<file path="src/rtl/seq_restoring_divider.sv">
// Multi-cycle unsigned restoring divider: one quotient bit per clock via a
// WIDTH+1-bit trial subtraction (add of the one's-complement divisor, carry-in 1).
module seq_restoring_divider #(
    parameter int WIDTH = 8
) (
    input  logic             CLK,
    input  logic             RST,
    input  logic             START,
    input  logic [WIDTH-1:0] DIVIDEND,
    input  logic [WIDTH-1:0] DIVISOR,
    output logic             BUSY,
    output logic             DONE,
    output logic [WIDTH-1:0] QUOTIENT,
    output logic [WIDTH-1:0] REMAINDER,
    output logic             DIV_ZERO
);

    localparam int CW = $clog2(WIDTH);

    typedef enum logic [1:0] {
        ST_IDLE,
        ST_RUN,
        ST_DONE
    } state_e;

    state_e           state_q, state_d;
    logic [WIDTH-1:0] d_q, d_d;
    logic [WIDTH-1:0] q_work_q, q_work_d;
    logic [WIDTH-1:0] r_work_q, r_work_d;
    logic [CW-1:0]    count_q, count_d;
    logic [WIDTH-1:0] quotient_q, quotient_d;
    logic [WIDTH-1:0] remainder_q, remainder_d;
    logic             div_zero_q, div_zero_d;

    logic [WIDTH:0]   shifted;
    logic [WIDTH:0]   neg_d;
    logic [WIDTH+1:0] trial;
    logic             no_borrow;
    logic [WIDTH-1:0] r_next;
    logic [WIDTH-1:0] q_next;

    assign shifted = {r_work_q, q_work_q[WIDTH-1]};
    assign neg_d   = ~{1'b0, d_q};
    assign trial   = {1'b0, shifted} + {1'b0, neg_d} + {{(WIDTH+1){1'b0}}, 1'b1};

    // R_work < D keeps the shifted value below 2*D, so trial bit WIDTH is
    // always zero when the carry-out is set; folding it in leaves carry unchanged.
    assign no_borrow = trial[WIDTH+1] & ~trial[WIDTH];
    assign r_next    = no_borrow ? trial[WIDTH-1:0] : shifted[WIDTH-1:0];
    assign q_next    = {q_work_q[WIDTH-2:0], no_borrow};

    // NOTE: every variable driven here gets a default first, so no path can infer a latch.
    always_comb begin
        state_d     = state_q;
        d_d         = d_q;
        q_work_d    = q_work_q;
        r_work_d    = r_work_q;
        count_d     = count_q;
        quotient_d  = quotient_q;
        remainder_d = remainder_q;
        div_zero_d  = div_zero_q;

        case (state_q)
            ST_IDLE, ST_DONE: begin
                if (START) begin
                    if (DIVISOR != '0) begin
                        d_d      = DIVISOR;
                        q_work_d = DIVIDEND;
                        r_work_d = '0;
                        count_d  = CW'(WIDTH - 1);
                        state_d  = ST_RUN;
                    end else begin
                        quotient_d  = '1;
                        remainder_d = DIVIDEND;
                        div_zero_d  = 1'b1;
                        state_d     = ST_DONE;
                    end
                end else if (state_q == ST_DONE) begin
                    state_d = ST_IDLE;
                end
            end
            ST_RUN: begin
                r_work_d = r_next;
                q_work_d = q_next;
                count_d  = count_q - 1'b1;
                if (count_q == '0) begin
                    quotient_d  = q_next;
                    remainder_d = r_next;
                    div_zero_d  = 1'b0;
                    state_d     = ST_DONE;
                end
            end
            default: state_d = ST_IDLE;
        endcase
    end

    // NOTE: state registers use non-blocking assignments so all of them update together at the edge.
    always_ff @(posedge CLK or posedge RST) begin
        if (RST) begin
            state_q     <= ST_IDLE;
            d_q         <= '0;
            q_work_q    <= '0;
            r_work_q    <= '0;
            count_q     <= '0;
            quotient_q  <= '0;
            remainder_q <= '0;
            div_zero_q  <= 1'b0;
        end else begin
            state_q     <= state_d;
            d_q         <= d_d;
            q_work_q    <= q_work_d;
            r_work_q    <= r_work_d;
            count_q     <= count_d;
            quotient_q  <= quotient_d;
            remainder_q <= remainder_d;
            div_zero_q  <= div_zero_d;
        end
    end

    assign BUSY      = (state_q == ST_RUN);
    assign DONE      = (state_q == ST_DONE);
    assign QUOTIENT  = quotient_q;
    assign REMAINDER = remainder_q;
    assign DIV_ZERO  = div_zero_q;

endmodule

</file>
<file path="config.mk">
export PLATFORM = sky130hd
export DESIGN_NAME = seq_restoring_divider
export DESIGN_NICKNAME = d
export VERILOG_FILES = /design/src/rtl/seq_restoring_divider.sv
export SDC_FILE = /design/constraint.sdc
export NUM_CORES = 1
export LEC_CHECK = 0
export BUFFER_PORTS_ARGS = -buffer_cell sky130_fd_sc_hd__buf_2
export CAP_MARGIN = 20
export CORE_MARGIN = 3
export CORE_UTILIZATION = 45
export DETAILED_ROUTE_END_ITERATION = 8
export PLACE_DENSITY_LB_ADDON = 0.3
export RECOVER_POWER = 100
export SLEW_MARGIN = 15
export SYNTH_ARGS = -nofsm -noshare
export SYNTH_HDL_FRONTEND = slang
export SYNTH_SLANG_ARGS = --single-unit
</file>
<file path="constraint.sdc">
create_clock -name CLK -period 3.1 [get_ports CLK]
set_clock_uncertainty 0.05 [all_clocks]
set_input_delay 0.465 -clock CLK [delete_from_list [all_inputs] [get_ports CLK]]
set_output_delay 0.465 -clock CLK [all_outputs]
set_load 0.02 [all_outputs]
</file>
# Yosys cells after proc, flatten, opt, wreduce, memory -nomap -nowiden
# Cells that the tools add are included.
[word_totals]
ff_bits = 46
inputBits = 19
out_inout_bits = 19
word_cells = 57
[classes]
n_addsub = 3
eq_ne = 7
mux = 27
bitwise_logic = 3
reduce_logical = 9
[ops]
columns = ["cell", "count"]
rows = [
  ["$mux W8", 11],
  ["$pmux W8 S2", 4],
  ["$add A10 B1 Y10 const B", 1],
  ["$add A9 B9 Y10", 1],
  ["$not A8 Y9", 1],
  ["$mux W2", 4],
  ["$reduce_bool A8 Y1", 1],
  ["$mux W3", 2],
  ["$ne A2 B2 Y1 const B", 3],
  ["$pmux W3 S2", 1],
  ["$reduce_and A3 Y1", 2],
  ["$pmux W2 S2", 1],
  ["$reduce_and A4 Y1", 1],
  ["$logic_not A3 Y1", 1],
  ["$mux W1", 3],
  ["$ne A3 B3 Y1 const B", 1],
  ["$sub A3 B1 Y3 const B", 1],
  ["$eq A2 B1 Y1 const B", 1],
  ["$eq A2 B2 Y1 const B", 1],
  ["$logic_not A2 Y1", 1],
  ["$ne A2 B1 Y1 const B", 1],
  ["$pmux W1 S2", 1],
  ["$reduce_and A2 Y1", 1],
  ["$reduce_bool A2 Y1", 1],
  ["3 further kinds", 3],
]

# Logic depth before layout (Yosys ltp)
[depth]
depth_word = 8
mapped_depth = 10
mapped_depth_nobuf = 9

# Least setup slack after synthesis
# Ideal clock, no wire load.
[synth_timing]
path_type = "reg-to-reg"
from = "register q_work_q[7]"
to = "register remainder_q[3], in the netlist REMAINDER[3]"
setup_time_ps = 136
t_arrival_ps = 2291
required_ps = 2914
path_slack_ps = 624
path_stages_with_launch = 10
path_buffers = 0
synth_period_minus_slack_ps = 2476
path_cell_list = "dfrtp_1 > inv_1 > ha_1 > fa_1 > nand2b_1 > a21oi_4 > o221ai_4 > o21a_4 > a2111oi_0 > nor3_1"
[synth_via]
elab_chain_len = 7
[synth_rtl]
columns = ["element", "line", "rtl"]
rows = [
  ["start: declaration", "28", "logic [WIDTH-1:0] q_work_q, q_work_d;"],
  ["start signal: assignment", "111", "q_work_q <= q_work_d;"],
  ["$add A9 B9 Y10 *", "44", "assign trial = {1'b0, shifted} + {1'b0, neg_d} + {{(WIDTH+1){1'b0}}, 1'b1};"],
  ["$add A10 B1 Y10 *", "44", ""],
  ["$not A1 Y1", "48", "assign no_borrow = trial[WIDTH+1] & ~trial[WIDTH];"],
  ["$and A1 B1 Y1", "48", ""],
  ["$mux W8 *", "49", "assign r_next = no_borrow ? trial[WIDTH-1:0] : shifted[WIDTH-1:0];"],
  ["$mux W8 *", "86", "if (count_q == '0) begin"],
  ["$pmux W8 S2 *", "63", "case (state_q)"],
  ["end signal: assignment", "115", "remainder_q <= remainder_d;"],
  ["end: declaration", "32", "logic [WIDTH-1:0] remainder_q, remainder_d;"],
]
# Mark *: on every way between the ends. The rest lies on a longest branch, timed or not. The select of a mux whose other input is x is not followed.
# A chain may end at the register's enable or synchronous reset.

# Worst setup path after layout
[layout_timing]
from = "register q_work_q[7]"
to = "register r_work_q[3]"
[layout_via]
elab_chain_len = 6
[layout_rtl]
columns = ["element", "line", "rtl"]
rows = [
  ["$add A9 B9 Y10 *", "44", ""],
  ["$add A10 B1 Y10 *", "44", ""],
  ["$not A1 Y1", "48", ""],
  ["$and A1 B1 Y1", "48", ""],
  ["$mux W8 *", "49", ""],
  ["$pmux W8 S2 *", "63", ""],
  ["end signal: assignment", "112", "r_work_q <= r_work_d;"],
  ["end: declaration", "29", "logic [WIDTH-1:0] r_work_q, r_work_d;"],
]
# Mark *: on every way between the ends. The rest lies on a longest branch, timed or not.

==> results.md <==
* Top-count cell post-synth: dfrtp_1
* Synth Flop Type: dfrtp_1
* TritonCTS clock tree: built
* Share of the synthesized area in the top cell type at 0.401
* WL per Instance at 16.3 um
* Area of the multi-input gates at 1510 um^2
* Row Count at 28
* Vias per std cell at 5.91
* Arrival time worst endpoint at 2980 ps
* Top Family by Delay on Critical Path: compound AO/OA/AOI/OAI gates
* Clock Latency Late Sink at 310 ps
* Clock Pin Slew Worst Setup and Hold Paths at 100 ps
* Placeable Area at 6060 um^2
* Syn_nets at 355
* Largest net degree at the start of global routing at 47
* Worst-Margin Slew at 1350 ps
* Number of H-tree levels at 2
* Fin crit share at 0.917
* WP buf/inv at 1
* Cells on worst reg2reg path at 9
* Cell Area, Synth at 2870 um^2
* DR vias at 2542
* Antenna Nets Post-Route at 0
* Post-synthesis register bit count at 46
* # setup viols final at 0
* Slew Viols, Final at 0
* 1st-pass router iterations at 6
* Buffers on Ports at 37
* Initial DRC Count at 172
* Fraction of layout cells with a size suffix above 1 at 0.121
* Async SR Flop Fraction at 1.00
* Fin. Hold Viols at 0
* Initial Util at 0.474
* CP max FO at 9
* Seq/Total Area, Yosys at 0.401
* Synth area leader: dfrtp_1
* Total CTS buffers at 5
* N_diodes at 0
* Die area at 7380 um^2
* Initial antenna violation count at 0
* Critical Path RT at 3240 ps
* Die Ht at 85.9 um
* CTS sink count at 46
* Layout area overhead at 8.19%
* Final setup TNS at 0 ps
* Synth cell types at 58
* Tmin final at 2840 ps
* HP Class: input port to async pin
* Grt total ovfl at 0
* Startpoint Class: register
* Dpl hpwl at 5.07 mm
* Fill count at 616
* Max cap viols at 0
* Largest cells by area after synthesis: dfrtp_1, nand2_1, ha_1
* Syn. warnings at 0
* Clk root buf: clkbuf_8
* FF+latch area at 1150 um^2
* Status: complete, no violations
* EDFF count, synth at 0
* Number of top-level pins at 38
* RSZ-0062 raised after global routing: no
* CTS Hold Buffers Added at 0
* Crit Path Category: register to register
* Most frequent cells after synthesis: dfrtp_1, nand2_1, nor2_1
* Final #Nets at 384
* Max frequency at 352 MHz
* CP max stage delay at 490 ps
* Rel. slew slack at 0.0891
* Gate Count Post-Synth at 325
* All-Layer GR Usage at 0.196
* Crit path depth at 9
* GPL Wtd Cong at 0.829
* WL final at 6.99 mm
* Die W at 85.9 um
* Worst Setup End Kind: register
* Post-CTS Setup Bufs at 0
* Slowest cell on crit path: a2111oi_0
* PostCTS Resize Cnt at 0
* Vias in the first global route at 2367
* Mean Syn Cell Area at 8.84 um^2
* Clock Path Buffers at 2
* Critical path cell sequence: inv_1 > ha_1 > fa_1 > nand2b_1 > a21oi_4 > o221ai_2 > o21a_4 > a2111oi_0 > o31ai_1
* Drc violations at 0
* First-pass GRT wire length at 11.7 mm
-- metrics by stage --
| stage | cell area [um^2] | util | worst slack (ps) | std cells | hold slack [ps] |
|---|---|---|---|---|---|
| 2_1_floorplan | 2870 | - | 624 | 325 | 395 |
| 3_3_place_gp | 3070 | 0.507 | 495 | 421 | 409 |
| 3_5_place_dp | 3070 | 0.507 | 441 | 421 | 416 |
| 4_1_cts | 3160 | 0.521 | 414 | 429 | 329 |
| 5_1_grt | 3110 | 0.513 | 99.9 | 430 | 342 |
| 6_report | 3110 | 0.513 | 257 | 430 | 267 |
-- sequential cells by signal, summed over array words and instances (netlist names) --
| register | count |
|---|---|
| QUOTIENT | 8 |
| state_q | 2 |
| DIV_ZERO | 1 |
| q_work_q | 8 |
| r_work_q | 8 |
| count_q | 3 |
| d_q | 8 |
| REMAINDER | 8 |
-- metal layers --
layer | up-vias | wire, um | global-route usage
li1 | 1235 | - | -
met1 | 1206 | 3250 | 0.274
met2 | 87 | 3180 | 0.313
met3 | 14 | 420 | 0.0298
met4 | 0 | 136 | 0.0647
met5 | - | 0 | 0
-- area by class of cell --
type,instances,area share
clock inverter,3,0.00684
clock buffer,5,0.0221
tap,75,0.0302
multi-input combinational,241,0.487
inverter,18,0.0217
sequential,46,0.370
timing repair buffer,42,0.0616
-- placed cells by master, fill, tap and decap left out, drive strengths merged, types with 6 or more instances in the layout --
cell     instances
a2111oi          6
a21oi           17
a31oi            9
and3             8
buf             21
clkbuf          26
dfrtp           46
ha              10
inv             18
nand2           39
nand2b           6
nand3           19
nor2            32
nor3            13
o21ai           19
o31ai            7
-- final timing paths --
kind                                   from          end  slack [ps]
max in group asynchronous               RST  QUOTIENT[1]        1040
worst min register to register   count_q[0]   count_q[0]         420
worst max register to register  q_work_q[7]  r_work_q[3]         260
worst min-delay path                    RST  r_work_q[4]         270
min in group CLK                 DIVISOR[2]       d_q[2]         330
worst max-delay path            q_work_q[7]  r_work_q[3]         260
-- worst register-to-register path, cell delays in order (launching register included) --
cell	delay [ps]
dfrtp_1	400
inv_1	70
ha_1	220
fa_1	400
nand2b_1	210
a21oi_4	190
o221ai_2	250
o21a_4	310
a2111oi_0	500
o31ai_1	110
-- kinds of logic (layout without fill, tap and decap cells) --
| logic type | Yosys count | in the layout | share of synthesized area |
|---|---|---|---|
| XOR/XNOR | 2 | 2 | 0.00610 |
| adder cells (fa/ha/maj) | 11 | 11 | 0.0505 |
| flip-flops | 46 | 46 | 0.401 |
| AO/OA/AOI/OAI | 91 | 91 | 0.246 |
| buffers and inverters | 38 | 68 | 0.0623 |
| AND/OR/NAND/NOR | 137 | 137 | 0.235 |
Power is left out: the tool's default activity adds up to more than one toggle a clock period on the data nets, which glitch-free logic cannot reach.
